<file path="config.mk">
export PLATFORM = sky130hd
export DESIGN_NAME = counter_scheduler
export DESIGN_NICKNAME = d
export VERILOG_FILES = /design/src/rtl/counter_scheduler.sv
export SDC_FILE = /design/constraint.sdc
export NUM_CORES = 1
export LEC_CHECK = 0
export ABC_CLOCK_PERIOD_IN_PS = 2500
export CAP_MARGIN = 30
export CORE_ASPECT_RATIO = 1.4
export CORE_MARGIN = 2
export CORE_UTILIZATION = 41
export CTS_CLUSTER_SIZE = 10
export DETAILED_ROUTE_END_ITERATION = 6
export GPL_ROUTABILITY_DRIVEN = 0
export GPL_TIMING_DRIVEN = 0
export PLACE_DENSITY = 0.91
export SYNTH_ARGS = -nofsm -noshare
export SYNTH_HDL_FRONTEND = slang
export SYNTH_SLANG_ARGS = --single-unit
</file>
<file path="constraint.sdc">
create_clock -name CLK -period 2.5 [get_ports CLK]
set_clock_uncertainty 0.2 [all_clocks]
set_input_delay 0.5 -clock CLK [delete_from_list [all_inputs] [get_ports CLK]]
set_output_delay 0.5 -clock CLK [all_outputs]
set_load 0.01 [all_outputs]
</file>
<file path="src/rtl/counter_scheduler.sv">
// Round-robin scheduler granting two requesters timed runs of a shared 32-bit counter.
// Optional macro COUNTER_SCHED_OVF_ABORT_EN: counter overflow (CNT_RCO) ends a run early and raises OVF.
module counter_scheduler #(
  parameter int LEN_W = 8
) (
  input  logic             CLK,
  input  logic             RESET,
  input  logic             REQ0,
  input  logic             REQ1,
  input  logic [1:0]       CMD0_MODO,
  input  logic [1:0]       CMD1_MODO,
  input  logic [31:0]      CMD0_D,
  input  logic [31:0]      CMD1_D,
  input  logic [LEN_W-1:0] CMD0_LEN,
  input  logic [LEN_W-1:0] CMD1_LEN,
  output logic             GNT0,
  output logic             GNT1,
  output logic             DONE0,
  output logic             DONE1,
  output logic             CNT_ENABLE,
  output logic [1:0]       CNT_MODO,
  output logic [31:0]      CNT_D,
  input  logic             CNT_RCO,
  output logic             OVF,
  output logic             BUSY
);

  typedef enum logic [1:0] {S_IDLE, S_RUN, S_DONE} state_t;

  localparam logic [1:0] MODO_LOAD = 2'b11;

  state_t           state, state_nxt;
  logic             owner;     // requester currently holding the counter
  logic             ptr;       // requester preferred when both ask
  logic [1:0]       modo_q;
  logic [31:0]      d_q;
  logic [LEN_W-1:0] left_q;    // RUN cycles remaining, including the current one

  logic             any_req;
  logic             win;
  logic [1:0]       sel_modo;
  logic [31:0]      sel_d;
  logic [LEN_W-1:0] sel_len;
  logic [LEN_W-1:0] run_len;
  logic             last_cycle;

  // Arbitration and command selection, only consumed in IDLE
  always_comb begin
    any_req  = REQ0 | REQ1;
    win      = (REQ0 && REQ1) ? ptr : REQ1;
    sel_modo = win ? CMD1_MODO : CMD0_MODO;
    sel_d    = win ? CMD1_D    : CMD0_D;
    sel_len  = win ? CMD1_LEN  : CMD0_LEN;
    if (sel_modo == MODO_LOAD || sel_len == '0)
      run_len = LEN_W'(1);
    else
      run_len = sel_len;
  end

`ifdef COUNTER_SCHED_OVF_ABORT_EN
  logic ovf_q;
  assign last_cycle = (left_q == LEN_W'(1)) || CNT_RCO;
`else
  logic unused_rco;
  assign unused_rco = CNT_RCO;
  assign last_cycle = (left_q == LEN_W'(1));
`endif

  // NOTE: sequential state uses non-blocking assignments so every register
  // samples pre-edge values regardless of process ordering.
  always_ff @(posedge CLK or posedge RESET) begin
    if (RESET) state <= S_IDLE;
    else       state <= state_nxt;
  end

  // NOTE: default assignment first so no path through the case infers a latch.
  always_comb begin
    state_nxt = state;
    case (state)
      S_IDLE:  if (any_req)    state_nxt = S_RUN;
      S_RUN:   if (last_cycle) state_nxt = S_DONE;
      S_DONE:  state_nxt = S_IDLE;
      default: state_nxt = S_IDLE;
    endcase
  end

  // NOTE: every control register is reset; the latched command is reset too so
  // CNT_* never leaks a stale value after an aborted run.
  always_ff @(posedge CLK or posedge RESET) begin
    if (RESET) begin
      owner  <= 1'b0;
      ptr    <= 1'b0;
      modo_q <= '0;
      d_q    <= '0;
      left_q <= '0;
`ifdef COUNTER_SCHED_OVF_ABORT_EN
      ovf_q  <= 1'b0;
`endif
    end else begin
      case (state)
        S_IDLE: if (any_req) begin
          owner  <= win;
          modo_q <= sel_modo;
          d_q    <= sel_d;
          left_q <= run_len;
`ifdef COUNTER_SCHED_OVF_ABORT_EN
          ovf_q  <= 1'b0;
`endif
        end
        S_RUN: begin
          left_q <= left_q - LEN_W'(1);
`ifdef COUNTER_SCHED_OVF_ABORT_EN
          if (last_cycle) ovf_q <= CNT_RCO;
`endif
        end
        S_DONE: ptr <= ~owner;
        default: ;
      endcase
    end
  end

  // Outputs decode purely from registered state, so reset clears them at once
  always_comb begin
    GNT0       = 1'b0;
    GNT1       = 1'b0;
    DONE0      = 1'b0;
    DONE1      = 1'b0;
    CNT_ENABLE = 1'b0;
    CNT_MODO   = 2'b00;
    CNT_D      = '0;
    OVF        = 1'b0;
    BUSY       = 1'b0;
    case (state)
      S_RUN: begin
        GNT0       = ~owner;
        GNT1       = owner;
        CNT_ENABLE = 1'b1;
        CNT_MODO   = modo_q;
        CNT_D      = d_q;
        BUSY       = 1'b1;
      end
      S_DONE: begin
        DONE0 = ~owner;
        DONE1 = owner;
        BUSY  = 1'b1;
`ifdef COUNTER_SCHED_OVF_ABORT_EN
        OVF   = ovf_q;
`endif
      end
      default: ;
    endcase
  end

endmodule

</file>
## After elaboration in Yosys (flattened, before gate mapping)

Cells that the tools add are included.

- Add/subtract/negate cells: 1
- $mul: 0
- Div/mod/pow operators: 0
- Order comparisons: 0
- Equal/unequal tests: 6
- Shifts and indexed selects: 0
- Multiplexer cells: 18
- Bitwise gates (word level): 2
- Reductions and logical operators: 9

Operators with widths:

| kind | number |
|---|---|
| $mux 32 | 2 |
| $mux 8 | 3 |
| $pmux 8 s2 | 1 |
| $eq 8x1->1 const B | 1 |
| $logic_not 8->1 | 1 |
| $mux 2 | 4 |
| $sub 8x1->8 const B | 1 |
| $mux 1 | 7 |
| $reduce_and 2->1 | 3 |
| $eq 2x2->1 const B | 2 |
| $ne 2x2->1 const B | 2 |
| $pmux 2 s2 | 1 |
| $eq 2x1->1 const B | 1 |
| $logic_not 2->1 | 1 |
| $reduce_bool 2->1 | 1 |
| $reduce_or 2->1 | 1 |
| $logic_and 1x1->1 | 1 |
| $logic_or 1x1->1 | 1 |
| $not 1->1 | 1 |
| $or 1x1->1 | 1 |

- Register bits: 46
- Latch bits: 0
- Memory bits (writable): 0
- Memory bits (read-only): 0
- Input port bits: 89
- Memories kept: 0

## Depth between registers and ports, before layout

Gate-level depths: netlist (run 1).

- Word-level depth: 8
- Depth in mapped cells: 8
- Gate-level depth less buffers: 7

## Worst setup path before layout (run 1)

No wires, ideal clock.

- Path kind: reg-to-output
- Start: reg state[1]
- End: out CNT_D[12]
- Arrival: 1.338 ns
- Setup slack: 0.462 ns
- Stages on the path, launching flop included: 6
- Path through: dfrtp_1 -> inv_1 -> ha_1 -> buf_2 -> buf_1 -> and2_1

- Longest elaborated chain between the ends: 2

RTL lines:

| what | line | source |
|---|---|---|
| from (decl) | 32 | `state_t state, state_nxt;` |
| from (signal assigned) | 73 | `else state <= state_nxt;` |
| $eq 2x1->1 | 133 | `case (state)` |
| $mux 32 | 133 |  |
| to (decl) | 22 | `output logic [31:0] CNT_D,` |

No other way between the ends.

## Worst setup path after layout (run 1)

- Start: reg state[0]
- End: out DONE1

- Longest elaborated chain between the ends: 2

RTL lines:

| what | line | source |
|---|---|---|
| $eq 2x2->1 | 133 |  |
| $mux 1 | 133 |  |
| to (decl) | 19 | `output logic DONE1,` |

No other way between the ends.

==> results of run 1 <==
-- worst max-delay path: stages (launching register included) --
cell	delay [ns]
dfrtp_1	0.41
inv_1	0.10
ha_1	0.18
and2_1	0.16
clkdlybuf4s50_1	0.54
-- synthesized netlist by cell type --
library cell	count	area (um^2)
or4_4	1	11.3
nor2b_1	2	12.5
conb_1	1	3.75
buf_4	5	37.5
mux2i_1	43	430
o2111ai_4	1	26.3
or3b_4	1	11.3
ha_1	5	62.6
nor3_1	6	30.0
nor2_1	6	22.5
o41ai_4	1	27.5
or2_2	1	6.26
or3_1	1	6.26
inv_1	9	33.8
nor3b_1	2	15.0
a32oi_1	1	8.76
o221a_2	1	11.3
o221ai_1	3	26.3
a21oi_1	7	35.0
o21ai_0	40	200
nand3_1	2	10.0
o21ai_1	1	5.00
buf_2	4	20.0
dfrtp_1	46	1150
o21ai_2	1	8.76
nor2_4	1	11.3
nand2_1	46	173
mux2_4	1	15.0
and2_1	37	231
nor4_1	4	25.0
buf_1	2	7.51
clkbuf_1	7	26.3
o211ai_1	2	15.0
mux2_2	1	11.3
-- power by group through the flow --
stage	Clock [mW]	Combinational (mW)	Sequential, mW
2_1_floorplan	0	1.35	1.29
3_3_place_gp	0	2.21	1.33
3_5_place_dp	0	2.28	1.36
4_1_cts	0.437	2.25	1.34
5_1_grt	0.462	2.54	1.39
6_report	0.421	2.28	1.34
-- flip-flops by register name (all words and copies together) (netlist names) --
signal and flops:
owner 1, state 2, ptr 1, d_q 32, modo_q 2, left_q 8
-- worst paths after layout --
kind	startpoint	to	slack, ns	cells past startpoint
min in group CLK	d_q[17]$_DFFE_PP0P_	d_q[17]$_DFFE_PP0P_	0.28	2
min	RESET	d_q[18]$_DFFE_PP0P_	0.26	2
min reg2reg	d_q[17]$_DFFE_PP0P_	d_q[17]$_DFFE_PP0P_	0.28	2
max in group asynchronous	RESET	d_q[3]$_DFFE_PP0P_	1.36	3
max reg2reg	state[0]$_DFFE_PP0P_	left_q[0]$_DFFE_PP0P_	0.34	7
max	state[0]$_DFFE_PP0P_	DONE1	0.12	4
-- cell type report --
| class | count | share of cell area, % |
|---|---|---|
| buffer | 18 | 3.04 |
| multi-input combinational | 219 | 34.2 |
| inverter | 9 | 0.884 |
| clock buffer | 7 | 1.80 |
| tap | 74 | 2.18 |
| sequential | 46 | 27.1 |
| timing repair buffer | 135 | 30.7 |
-- logic make-up (layout without fill, tap and decap cells) --
| group | count (synthesis) | count (layout) | synth area share, % |
|---|---|---|---|
| simple gates | 110 | 110 | 20.7 |
| compound gates | 58 | 58 | 13.3 |
| flops | 46 | 46 | 42.2 |
| mux | 45 | 45 | 16.7 |
| buf+inv | 27 | 169 | 4.59 |
| fa+ha+maj | 5 | 5 | 2.29 |
| other cells | 1 | 1 | 0.137 |
-- what timing repair did --
action                                  in CTS  in global routing
hold buffers                                 0                  0
pin swaps                                    0                  0
buffers inserted                             3                  4
gates cloned                                 0                  0
endpoints found under the setup margin      36                  1
gates resized for setup                     48                  5
-- through the flow --
step,hold slack (ns),instances,area (um^2),utilization [%]
CTS,0.272,504,4210,64.4
finish,0.261,508,4240,65.0
detailed placement,0.263,494,4110,63.0
floorplan,0.242,292,2730,-
global route,0.272,508,4240,65.0
global placement,0.255,493,4090,62.7
-- cells in the final DEF (no fill, tap or decap), types with 5 or more instances in the layout --
cell,netlist,final
a21oi_1,7,7
and2_1,37,37
buf_4,5,13
clkbuf_1,7,6
clkbuf_8,0,7
clkdlybuf4s50_1,0,91
dfrtp_1,46,46
dlygate4sd2_1,0,33
ha_1,5,5
inv_1,9,7
mux2i_1,43,43
nand2_1,46,46
nor2_1,6,6
nor3_1,6,6
o21ai_0,40,40
-- routing by layer --
metal | track usage [%] | vias to the layer above | routed length (um)
met2 | 40.0 | 88 | 4190
met5 | 0 | - | 0
met4 | 5.56 | 0 | 93
li1 | - | 1285 | -
met1 | 24.2 | 1204 | 2880
met3 | 4.30 | 8 | 418
==> flow_metrics.tcl, run 1 <==
set metrics [dict create \
    clkPwrFrac_pct 10.4 \
    setup_violations 0 \
    ctsRootBufferMaster "clkbuf_8" \
    criticalPathCategory "reg -> out" \
    ir_drop_mv 0.482 \
    drt-vias-per-instance 5.09 \
    period_share_pct 95.0 \
    slew_headroom_pct 61.8 \
    vias 2585 \
    ys_ff_latch 46 \
    start_util_pct 41.8 \
    wl_per_cell_um 14.9 \
    dr.pass1.iters 4 \
    final_layout_size_suffix_gt1_share_pct 8.76 \
    power_density_nw_per_um2 952 \
    grt_setup_unrepaired "false" \
    seqCellArea_um2 1150 \
    clk_path_buf_depth 2 \
    cts_inserted_buffers 5 \
    seq_power_share_pct 33.1 \
    period_needed_ns 2.38 \
    fillCellCount 555 \
    max_cap_violations 0 \
    critPathRequiredTime_ns 1.80 \
    die_area_um2 7330 \
    slew_viol_final 0 \
    antenna_found_initial 0 \
    detailed_place_hpwl_mm 5.97 \
    wl_mm 7.58 \
    drcViolationCount 0 \
    ys_warn_count 0 \
    seq_area_frac_synth_pct 42.2 \
    portBuffers 127 \
    grt_overflow 0 \
    switching_share_pct 39.9 \
    multiInputGateArea_um2 1450 \
    grt_usage_pct 21.4 \
    grt_max_degree 36 \
    dp_slack_ns -0.212 \
    clk_latency_ns 0.29 \
    synth_area_per_cell_um2 9.35 \
    die_width_um 73.0 \
    final_hold_viol_count 0 \
    switchingPower_mw 1.61 \
    syn_area_um2 2730 \
    intPower_mw 2.43 \
    die_y_um 101 \
    fmax_mhz 421 \
    grt_pass1_wl_mm 12.3 \
    layout.nets 528 \
    core_region_area_um2 6530 \
    startpoint_type "register" \
    hp-class "in -> async" \
    grt_pass1_vias 2648 \
    ioPinCount 130 \
    area_growth_pct 55.5 \
    h-tree-depth 2 \
    rows 35 \
    fin_total_pwr_mw 4.04 \
    first_iter_violations 139 \
    synth.net_count 386 \
    cp_max_fo 3 \
    worst_pin_slew_ns 0.571 \
    synth.distinct_cells 34 \
    diodes 0 \
    critPathArrivalTime_ns 1.68 \
    fin_setup_tns_ns 0 \
    syn_inst 292 \
    combPwrFrac_pct 56.4 \
    setup_ws_ns 0.124 \
    status "finished, final reports clean" \
    leakagePower_nw 2.05 \
    clk_pin_slew_ns 0.08 \
    end_kind "primary output" \
    cts_sinks 46 \
    detail-route-antenna-nets 0 \
    cts_tree "yes" \
]
(Power assumes the default switching activity.)
==> run 2, diff against run 1 <==
--- a/config.mk
+++ b/config.mk
@@ -8,3 +8,2 @@
 export ABC_CLOCK_PERIOD_IN_PS = 2500
-export CAP_MARGIN = 30
 export CORE_ASPECT_RATIO = 1.4
==> constraint.sdc (replaced) <==
create_clock -name CLK -period 2.5 [get_ports CLK]
set_clock_uncertainty 0.2 [all_clocks]
set_input_delay 0.75 -clock CLK [delete_from_list [all_inputs] [get_ports CLK]]
set_output_delay 0.75 -clock CLK [all_outputs]
set_load 0.01 [all_outputs]
==> run 2 against run 1 <==
Effect of this change: fmax decreased by 2.3%; utilization is 1.6 points lower; wire length grew 0.58%; combinational power about the same; design area down 2.4%; critical endpoint is now CNT_D[10]; count of clock-buffer cells in the layout unchanged.
==> flow_metrics.tcl, run 2 (synthesis results as in run 1) <==
set metrics [dict create \
    status "finished, final reports clean" \
    grt_pass1_wl_mm 12.4 \
    start_util_pct 41.8 \
    max_cap_violations 0 \
    area_growth_pct 51.8 \
    holdBufCountCts 0 \
    layout_common_cells "clkdlybuf4s50_1, nand2_1, dfrtp_1" \
    cts_tree "yes" \
    grt_usage_pct 21.6 \
    diodes 0 \
    drcViolationCount 0 \
    portBuffers 127 \
    startpoint_type "register" \
    antenna_found_initial 0 \
    setup_ws_ns 0.0691 \
    period_needed_ns 2.43 \
    largest_register "d_q" \
    detailed_place_hpwl_mm 5.97 \
    dr.pass1.iters 4 \
    core_region_area_um2 6530 \
    clk_latency_ns 0.29 \
    end_kind "primary output" \
    die_y_um 101 \
    wl_per_cell_um 15.0 \
    ir_drop_mv 0.465 \
    power_density_nw_per_um2 974 \
    max_stage_delay_ns 0.44 \
    r2r_slack_ns 0.28 \
    ctsRootBufferMaster "clkbuf_8" \
    period_share_pct 97.2 \
    largestRegisters "d_q: 32 flops, left_q: 8 flops" \
    grt_max_degree 36 \
    leakagePower_nw 1.97 \
    critPathArrivalTime_ns 1.48 \
    criticalPathCategory "reg -> out" \
    multiInputGateArea_um2 1470 \
    slew_headroom_pct 60.6 \
    setup_violations 0 \
    final_layout_size_suffix_gt1_share_pct 18.0 \
    first_iter_violations 134 \
    layout.nets 528 \
    clk_path_buf_depth 2 \
    hp-class "reg -> reg" \
    slew_viol_final 0 \
    seqCellArea_um2 1150 \
    dp_slack_ns -0.462 \
    final_hold_viol_count 0 \
    fillCellCount 557 \
    clk_pin_slew_ns 0.08 \
    vias 2609 \
    grt_pass1_vias 2651 \
    cts_inserted_buffers 5 \
    fmax_mhz 411 \
    cp_slowest_cell "dfrtp_2" \
    cp_max_fo 10 \
    largest_register_ffs 32 \
    hold_ws_ns 0.275 \
    detail-route-antenna-nets 0 \
    die_area_um2 7330 \
    die_width_um 73.0 \
    drt-vias-per-instance 5.14 \
    layout_commonest_cell "clkdlybuf4s50_1" \
    grt_setup_unrepaired "true" \
    h-tree-depth 2 \
    cts_sinks 46 \
    ioPinCount 130 \
    grt_overflow 0 \
    rows 35 \
    wl_mm 7.63 \
    worst_pin_slew_ns 0.589 \
    critPathRequiredTime_ns 1.55 \
    path_cells "ha_4 -> buf_8 -> clkbuf_8 -> and2_1 -> buf_2" \
]
[run 2: changes by cell type in the layout (fill, tap and decap cells not counted), sizes merged]
cell and change:
buf +30, dlygate4sd2 -30, clkbuf +6, clkdlybuf4s50 -3, clkdlybuf4s15 -2, dlymetal6s2s -1
[run 2: worst paths after layout]
check,start,to,depth (start not counted)
max reg2reg,state[1]$_DFFE_PP0P_,left_q[0]$_DFFE_PP0P_,8
max,state[0]$_DFFE_PP0P_,CNT_D[10],5
min in group asynchronous,RESET,d_q[18]$_DFFE_PP0P_,2
max in group asynchronous,RESET,state[0]$_DFFE_PP0P_,3
min,d_q[26]$_DFFE_PP0P_,d_q[26]$_DFFE_PP0P_,2
min reg2reg,d_q[26]$_DFFE_PP0P_,d_q[26]$_DFFE_PP0P_,2
[run 2: metrics by stage]
step / util [%] / power (mW) / TNS (ns) / std cells / area, um^2
global placement: 62.7 / 3.54 / -36.56 / 493 / 4090
detailed placement: 63.0 / 3.64 / -19.33 / 494 / 4110
finish: 63.5 / 4.03 / 0 / 508 / 4140
floorplan: - / 2.64 / 0 / 292 / 2730
global route: 63.5 / 4.39 / -0.0168 / 508 / 4140
CTS: 63.3 / 4.02 / -0.197 / 505 / 4130
[run 2: layout make-up]
type	count	share of cell area (%)
multi-input combinational	219	35.5
sequential	46	27.8
clock buffer	7	1.84
tap	74	2.24
timing repair buffer	135	28.2
buffer	18	3.56
inverter	9	0.906
[run 2: critical path: cells and delay by family (launching register included)]
kind | cells | cell delay, ns
simple gates | 1 | 0.13
fa+ha+maj | 1 | 0.18
buf+inv | 3 | 0.43
flops | 1 | 0.44
[run 2: per-layer routing]
| metal | GRT usage (%) | share of wire, % | wire length, um | vias to the layer above |
|---|---|---|---|---|
| met3 | 4.10 | 5.5 | 423 | 9 |
| met2 | 40.5 | 55 | 4160 | 97 |
| li1 | - | - | - | 1290 |
| met1 | 24.7 | 39 | 2950 | 1213 |
| met4 | 5.41 | 1.2 | 93 | 0 |
| met5 | 0 | 0 | 0 | - |
[run 2: where the power goes]
group          switching, mW  leakage (nW)  internal (mW)  total (mW)
Clock                  0.230        0.0383          0.193       0.423
Sequential             0.230         0.563           1.12        1.35
Combinational           1.18          1.37           1.09        2.26
Total                   1.64          1.97           2.40        4.03
[run 2: what timing repair did]
item	in CTS	in global routing
buffers inserted	4	3
resized for setup	155	14
endpoints found under the setup margin	39	35
endpoints found under the hold margin	0	0
pin swaps	0	0
